[config.mk]
export PLATFORM = sky130hd
export DESIGN_NAME = nes_oam_dma
export DESIGN_NICKNAME = d
export VERILOG_FILES = /design/src/rtl/nes_oam_dma.sv
export SDC_FILE = /design/constraint.sdc
export NUM_CORES = 1
export LEC_CHECK = 0
export CAP_MARGIN = 10
export CORE_MARGIN = 2
export CORE_UTILIZATION = 40
export CTS_CLUSTER_DIAMETER = 80
export DETAILED_ROUTE_END_ITERATION = 8
export HOLD_SLACK_MARGIN = 0.02
export PLACE_DENSITY_LB_ADDON = 0.3
export SLEW_MARGIN = 20
export SYNTH_ARGS = -nofsm -noshare
export SYNTH_HDL_FRONTEND = slang
export SYNTH_SLANG_ARGS = --single-unit
[constraint.sdc]
create_clock -name i_CLK -period 1.9 [get_ports i_CLK]
set_clock_uncertainty 0.2 [all_clocks]
set_input_delay 0.285 -clock i_CLK [delete_from_list [all_inputs] [get_ports i_CLK]]
set_output_delay 0.285 -clock i_CLK [all_outputs]
set_load 0.05 [all_outputs]
[src/rtl/nes_oam_dma.sv]
// nes_oam_dma: sprite OAM DMA, freezes the CPU and copies page {P,xx} to the OAM data port.
// Optional NES_OAM_DMA_ODD_ALIGN_EN inserts an ALIGN cycle so the first READ lands on an even cycle.
module nes_oam_dma #(
  parameter logic [15:0] DMA_REG_ADDR  = 16'h4014,
  parameter logic [15:0] OAM_DATA_ADDR = 16'h2004
) (
  input  logic        i_CLK,
  input  logic        i_RST,
  input  logic [15:0] i_CPU_ADDR,
  input  logic [7:0]  i_CPU_DATA,
  input  logic        i_CPU_R_WN,
  input  logic [7:0]  i_DATA,
  output logic        o_PAUSE,
  output logic        o_BUS_EN,
  output logic [15:0] o_ADDR,
  output logic [7:0]  o_DATA,
  output logic        o_R_WN,
  output logic        o_BUSY
);
  typedef enum logic [2:0] {IDLE, HALT, ALIGN, READ, WRITE} state_t;
  state_t state, state_nx;
  logic [7:0] page, idx, data;
  logic trig, align;
  assign trig = !i_CPU_R_WN && i_CPU_ADDR == DMA_REG_ADDR;
`ifdef NES_OAM_DMA_ODD_ALIGN_EN
  logic cyc_odd;
  always_ff @(posedge i_CLK) cyc_odd <= i_RST ? 1'b0 : ~cyc_odd;
  // cyc_odd==0 at HALT means the next cycle is odd, so pad by one
  assign align = ~cyc_odd;
`else
  assign align = 1'b0;
`endif
  always_ff @(posedge i_CLK) state <= i_RST ? IDLE : state_nx;
  always_comb begin
    state_nx = state == IDLE  ? (trig ? HALT : IDLE) :
               state == HALT  ? (align ? ALIGN : READ) :
               state == ALIGN ? READ :
               state == READ  ? WRITE :
               idx == 8'hFF   ? IDLE : READ;
  end
  always_ff @(posedge i_CLK) begin
    if (i_RST) begin
      page <= 8'h0;
      idx  <= 8'h0;
      data <= 8'h0;
    end else begin
      if (state == IDLE && trig) begin
        page <= i_CPU_DATA;
        idx  <= 8'h0;
      end
      if (state == READ) data <= i_DATA;
      if (state == WRITE) idx <= idx + 8'h1;
    end
  end
  always_comb begin
    o_PAUSE  = state != IDLE;
    o_BUS_EN = state == READ || state == WRITE;
    o_R_WN   = state != WRITE;
    o_ADDR   = state == READ ? {page, idx} : state == WRITE ? OAM_DATA_ADDR : 16'h0;
    o_DATA   = state == WRITE ? data : 8'h0;
  end
  assign o_BUSY = o_PAUSE;
endmodule

==> results of run 1 <==
synthesized netlist by cell type, types with 3 or more instances:
cell type / count
nand3_1: 13
nor2_1: 6
and2_1: 22
a21oi_1: 19
clkbuf_1: 7
dfxtp_1: 27
nor3_1: 3
nor3_2: 3
nand2_1: 28
o21ai_1: 9
cells by family (layout without fill, tap and decap cells):
logic type / count (synthesis) / in the layout / synth area share
buffers and inverters: 14 / 92 / 0.0494
XOR/XNOR: 1 / 1 / 0.00628
flip-flops: 27 / 27 / 0.388
AO/OA/AOI/OAI: 40 / 40 / 0.177
AND/OR/NAND/NOR: 92 / 92 / 0.371
adder cells (fa/ha/maj): 1 / 1 / 0.00898
power groups by stage:
stage / clock (µW) / sequential (µW) / combinational [µW]
after global routing: 299 / 589 / 289
after global placement: 0 / 597 / 247
after floorplan: 0 / 596 / 138
after detailed placement: 0 / 598 / 248
after CTS: 268 / 588 / 257
final: 262 / 588 / 274
metal layers:
layer	vias up	part of all wire	wire [µm]
met3	4	0.044	193
met2	42	0.53	2300
met5	-	0	0
met1	701	0.42	1820
li1	765	-	-
met4	0	0.0067	29
path summary, 6_finish.rpt:
kind	from	to	slack (ns)	depth (start not counted)
setup reg to reg	state[0]	page[4]	-0.06	6
setup / recovery	state[0]	o_DATA[5]	-0.1	5
hold / removal	data[0]	data[0]	0.26	2
hold reg to reg	data[0]	data[0]	0.26	2
registers in the layout (all words and copies together) (netlist names):
signal and flops:
data 8, idx 8, page 8, state 3
per-stage QoR:
stage | util | instances
detailed placement | 0.713 | 286
floorplan | - | 175
global route | 0.789 | 299
finish | 0.789 | 299
CTS | 0.772 | 297
global placement | 0.713 | 286
critical path: stages, from the launching register on:
cell     delay (ns)
dfxtp_4        0.39
or2_4          0.26
nor2_8         0.12
buf_6          0.13
and2_4         0.15
buf_12         0.13
what timing repair did:
| item | in CTS | in global routing |
|---|---|---|
| buffers inserted | 7 | 2 |
| endpoints found under the setup margin | 26 | 30 |
| pin swaps | 9 | 4 |
| resized for setup | 37 | 11 |
final cells by class:
cell class	count	area share
well taps	46	0.0219
repair buffers	86	0.415
multi-input cells	134	0.337
clock buffers	3	0.00856
inverters	2	0.00760
flip-flops and latches	27	0.208
clock inverters	1	0.00285
==> out/metrics.cfg, run 1 <==
[outcome]
status=complete, but fails checks
violations=setup timing

[timing]
setup-tns-final_ns=-1.65
fin_crit_sh=1.05
post-route-min-period_ns=2.00
relSlewSlack=0.759
rsz0062_at_grt=yes
final.setup.worst_slack_ns=-0.0981
hold_viol=0
tightest_slew_ns=0.360
worst_hold_slack_ns=0.263
max_freq_mhz=500
setup_violations=38
maxSlewViolCount=0

[routing]
drt_iter0_drc=81
wirelength_um=4340
drc=0
vias=1512
routedWlPerCell_um=14.5
ant_nets=0
dr.pass1.iters=4
vias_per_cell=5.06

[logic_synthesis]
yosysWarnings=0
ys_top_cells_by_area=dfxtp_1, and2_1, nand2_1, a21oi_1, nand3_1
synth_edf_count=0
synth_seq_cells=27
synth_cell_types=42
async_flop_share=0
syn-mean-instance-area_um2=7.96
yosys.area.top_type_share=0.388
synth_top_area_cell=dfxtp_1
yosysSeqAreaShare=0.388
synthFlopType=dfxtp_1
syn_nets=211
synth_area_um2=1390
netlist_instances=175

[setup_path]
end_kind=primary output
worst_ep_required_time_ns=1.41
cp_max_fo=5
worstPathArrival_ns=1.51
crit_type=reg -> out
startpoint_type=flip-flop

[power]
seq_power_share=0.523
clock_power_share=0.233
intPower_uw=802
p_sw_frac=0.287
p_comb_frac=0.244
netSwitchingPower_uw=322
power_leakage_uw=0.000959
vdd_drop_max_mv=0.227
p_total_uw=1120
powerDensity_nw_per_um2=427

[floorplanning]
rows=21
io_pins=63
coreArea_um2=3340
die_area_um2=3970
start_util=0.418
die_h_um=63.0
dieWidth_um=63.0

[global_routing]
grt_max_degree=17
grt_pass1_wl_um=6930
globalRoute.busiestLayer=met2
grt.met1_usage=0.268
use_met2=0.387
antenna_found_initial=0
grt_overflow=0
first_global_vias=1479
grt_use_total=0.217
grt_use_met3=0.0342

[placement]
dpl_worst_slack_ns=-0.207
place.gp.congestion=0.759
portBuffers=62
placed_area_um2=2380
dp_hpwl_um=2940

[layout]
antenna_cells=0
stdcell_area_um2=2630
multi_input_area_um2=886
regArea_um2=547
fill_cells=231
drive_gt1_frac=0.383
area_growth_pct=88.9
final_common_cell=clkdlybuf4s50_1
mostFrequentLayoutCells=clkdlybuf4s50_1, buf_12, nand2_1
finalNetCount=290

[clocking]
cts_hold_buf=0
cts.root.buffer_cell=clkbuf_4
clock_latency_ns=0.33
path_clk_slew_ns=0.16
cts_max_level=1
cts.sinks=27
cts_tree=built
cts_buffers=3
clock_path_buffers=2

[run]
maxCapViolCount=0

[worst_hold_path]
worstHoldPathType=reg -> reg

Note: power is estimated with default switching activity, not from simulation.
==> run 2, diff against run 1 <==
RECOVER_POWER = 25   (was unset)
SKIP_LAST_GASP = 1   (was unset)
==> out/metrics.cfg, run 2 (synthesis gave the netlist of run 1 again) <==
[setup_path]
worst_ep_required_time_ns=1.41
critPathBufInv=2
crit_end=o_DATA[5]
cp_max_fo=5
cpPeakStageDelay_ns=0.39
crit_type=reg -> out
crit_chain=or2_4 -> nor2_8 -> buf_6 -> and2_4 -> buf_12
r2r-start=state[0]
cp.depth=5
slowest_stage=dfxtp_4
ff2ff_setup_slack_ns=-0.06
startpoint_type=flip-flop
reg2regPathDepth=6
worstPathArrival_ns=1.51
startpoint=state[0]
end_kind=primary output
rr_endpoint=page[4]
cp_top_family=simple AND/OR/NAND/NOR gates

[timing]
final.setup.worst_slack_ns=-0.0970
max_freq_mhz=501
maxSlewViolCount=0
post-route-min-period_ns=2.00
worst_hold_slack_ns=0.263
setup_violations=38
tightest_slew_ns=0.402
relSlewSlack=0.732
fin_crit_sh=1.05
setup-tns-final_ns=-1.68
hold_viol=0
rsz0062_at_grt=yes

[floorplanning]
start_util=0.418
rows=21
coreArea_um2=3340
die_h_um=63.0
io_pins=63
dieWidth_um=63.0
die_area_um2=3970

[clocking]
cts_tree=built
cts.root.buffer_cell=clkbuf_4
cts.sinks=27
path_clk_slew_ns=0.16
cts_buffers=3
cts_max_level=1
clock_path_buffers=2
clock_latency_ns=0.33

[routing]
routedWlPerCell_um=14.6
wirelength_um=4360
vias=1512
drc=0
drt_iter0_drc=82
vias_per_cell=5.06
ant_nets=0
dr.pass1.iters=4

[layout]
final_cells=299
finalNetCount=290
final_common_cell=clkdlybuf4s50_1
area_growth_pct=88.6
reg_top3=data (8), idx (8), page (8)
antenna_cells=0
mostFrequentLayoutCells=clkdlybuf4s50_1, buf_12, nand2_1
stdcell_area_um2=2630
drive_gt1_frac=0.379

[placement]
dp_hpwl_um=2940
placed_area_um2=2380
portBuffers=62
place.gp.congestion=0.759
dpl.cell_count=286
dpl_worst_slack_ns=-0.207

[outcome]
violations=setup timing
status=complete, but fails checks

[run]
maxCapViolCount=0

[power]
power_leakage_uw=0.000956
powerDensity_nw_per_um2=428
vdd_drop_max_mv=0.228

[worst_hold_path]
worstHoldPathType=reg -> reg
hold_path_depth=2

[global_routing]
grt_pass1_wl_um=6930
first_global_vias=1479
antenna_found_initial=0
grt_overflow=0
grt_use_total=0.217
grt_max_degree=17

[run 2: cell types whose count changed in the layout (fill, tap and decap cells not counted)]
cell,before,now
buf_4,21,20
clkbuf_1,0,1
[run 2: layout make-up]
class                      count  area [µm²]
fill                         233         708
tap                           46        57.6
multi-input combinational    134         886
clock inverter                 1        7.51
sequential                    27         547
timing repair buffer          86        1090
inverter                       2        20.0
clock buffer                   3        22.5
[run 2: power by group]
| part | internal, µW | switching [µW] |
|---|---|---|
| Clock | 80.4 | 182 |
| Sequential | 579 | 8.88 |
| Combinational | 143 | 131 |
| Total | 802 | 322 |
[run 2: how the worst min path moves through the flow]
stage               startpoint      end  slack (ns)
floorplan            i_DATA[0]  data[0]        0.22
global placement       data[7]  data[7]        0.24
detailed placement     data[2]  data[2]        0.24
CTS                    data[2]  data[2]        0.27
global route         i_DATA[5]  data[5]        0.26
finish                 data[0]  data[0]        0.26
[run 2: repair_timing]
item,4_1_cts,5_1_grt
buffers inserted,7,2
gates resized for setup,37,11
hold buffers,0,0
pin swaps,9,3
endpoints found under the setup margin,26,30
[run 2: metal layers]
metal / GRT usage / share of wire
met5: 0 / 0
met4: 0.0583 / 0.0067
met3: 0.0342 / 0.041
met2: 0.387 / 0.53
met1: 0.268 / 0.43
[run 2: worst reg2reg max path: cells and delay by family (launching register included)]
family          cells  cell delay [ns]
flops               1             0.39
buf+inv             2             0.37
compound gates      2             0.22
simple gates        2             0.68
[run 2: metrics by stage]
stage / power, µW / util
detailed placement: 846 / 0.713
finish: 1120 / 0.788
floorplan: 734 / -
global route: 1180 / 0.788
global placement: 844 / 0.713
CTS: 1110 / 0.772
==> run 3, diff against run 2 <==
CAP_MARGIN = 40   (was 10)
CORE_UTILIZATION = 35   (was 40)
clock period = 1.85 ns   (was 1.9 ns; I/O delays follow)
==> out/metrics.cfg, run 3 (synthesis gave the netlist of run 1 again) <==
[outcome]
status=complete, but fails checks
violations=setup timing

[timing]
post-route-min-period_ns=1.95
tightest_slew_ns=0.406
hold_viol=0
maxSlewViolCount=0
relSlewSlack=0.729
max_freq_mhz=512
setup_violations=26
fin_crit_sh=1.06
rsz0062_at_grt=yes
final.setup.worst_slack_ns=-0.102

[clocking]
cts_buffers=3
cts_max_level=1
cts_tree=built
clock_latency_ns=0.28
clock_path_buffers=2
cts.root.buffer_cell=clkbuf_8
cts.sinks=27
cts_hold_buf=0
path_clk_slew_ns=0.10

[routing]
ant_nets=0
dr.pass1.iters=4
vias=1504
routedWlPerCell_um=14.6
drc=0
vias_per_cell=5.00
wirelength_um=4390
drt_iter0_drc=44

[global_routing]
grt_use_total=0.194
first_global_vias=1463
grt_overflow=0
grt_pass1_wl_um=6710
antenna_found_initial=0
grt_max_degree=17

[setup_path]
rr_endpoint=idx[1]
crit_type=reg -> out
worst_ep_required_time_ns=1.37
cp_max_fo=6
end_kind=primary output
worstPathArrival_ns=1.47
ff2ff_setup_slack_ns=0.07
startpoint_type=flip-flop
reg2regPathDepth=6
r2r-start=state[0]

[placement]
portBuffers=62
dp_hpwl_um=2760
placed_area_um2=2360
place.gp.congestion=0.773
dpl.cell_count=287

[worst_hold_path]
worstHoldPathType=reg -> reg
hold_path_depth=2
hp-start=data[4]
whs_endpoint=data[4]

[floorplanning]
io_pins=63
die_h_um=67.1
die_area_um2=4500
coreArea_um2=3740
start_util=0.372
dieWidth_um=67.1
rows=22

[run]
maxCapViolCount=0

[layout]
reg_top3=data (8), idx (8), page (8)
antenna_cells=0
finalNetCount=290
area_growth_pct=93.4
stdcell_area_um2=2700
mostFrequentLayoutCells=clkdlybuf4s50_1, buf_12, nand2_1
post-route-util=0.720
final_common_cell=clkdlybuf4s50_1
drive_gt1_frac=0.395
final_cells=301

[power]
p_total_uw=1240
powerDensity_nw_per_um2=460
power_leakage_uw=0.00101
vdd_drop_max_mv=0.269

run 3: cell count changes in the layout (fill, tap and decap cells not counted), moves of 2 or more:
cell / before / now
clkdlybuf4s50_1: 34 / 30
dlymetal6s2s_1: 0 / 4
clkbuf_4: 3 / 0
clkbuf_8: 0 / 3
o21ai_2: 0 / 3
buf_4: 20 / 18
nor4_1: 2 / 0
nor4_2: 0 / 2
o21ai_0: 2 / 0
run 3: power by group:
group | internal [µW] | total, µW | switching [µW]
logic | 145 | 281 | 136
clock network | 154 | 357 | 203
registers | 593 | 602 | 8.91
run 3: timing repair:
| item | in CTS | in global routing |
|---|---|---|
| buffers inserted | 5 | 4 |
| gates cloned | 0 | 2 |
| pin swaps | 6 | 5 |
| gates resized for setup | 17 | 45 |
| setup endpoints to repair | 26 | 39 |
run 3: critical path: stages (launching register included):
cell	delay (ns)
dfxtp_2	0.34
or2_4	0.28
nor2_8	0.14
buf_6	0.14
and2_4	0.15
buf_12	0.13
run 3: how the worst max path moves through the flow:
stage	slack (ns)	cells past startpoint	to	startpoint
after global routing	-0.15	5	o_DATA[3]	state[1]
final	-0.10	5	o_DATA[3]	state[1]
after global placement	-0.20	5	idx[7]	i_CPU_ADDR[0]
after detailed placement	-0.21	5	idx[3]	i_CPU_ADDR[0]
after floorplan	0.01	4	o_DATA[0]	state[0]
after CTS	-0.09	5	o_DATA[2]	state[1]
run 3: final cells by class:
| class | instances | area (µm²) |
|---|---|---|
| Inverter | 2 | 20.0 |
| Tap cell | 48 | 60.1 |
| Clock buffer | 3 | 41.3 |
| Multi-Input combinational cell | 134 | 907 |
| Clock inverter | 1 | 7.51 |
| Sequential cell | 27 | 544 |
| Timing Repair Buffer | 86 | 1110 |
| Fill cell | 280 | 1050 |
run 3: metrics by stage:
stage	setup slack (ns)	hold WS (ns)	setup TNS, ns
floorplan	0.0126	0.213	0
global placement	-0.205	0.236	-2.83
detailed placement	-0.211	0.242	-2.92
CTS	-0.0933	0.259	-0.862
global route	-0.154	0.280	-2.88
finish	-0.102	0.260	-1.03
run 3: routing by layer:
metal | wire (µm) | GRT usage
met1 | 1820 | 0.248
met4 | 25 | 0.0383
met5 | 0 | 0
met2 | 2280 | 0.325
met3 | 266 | 0.0541
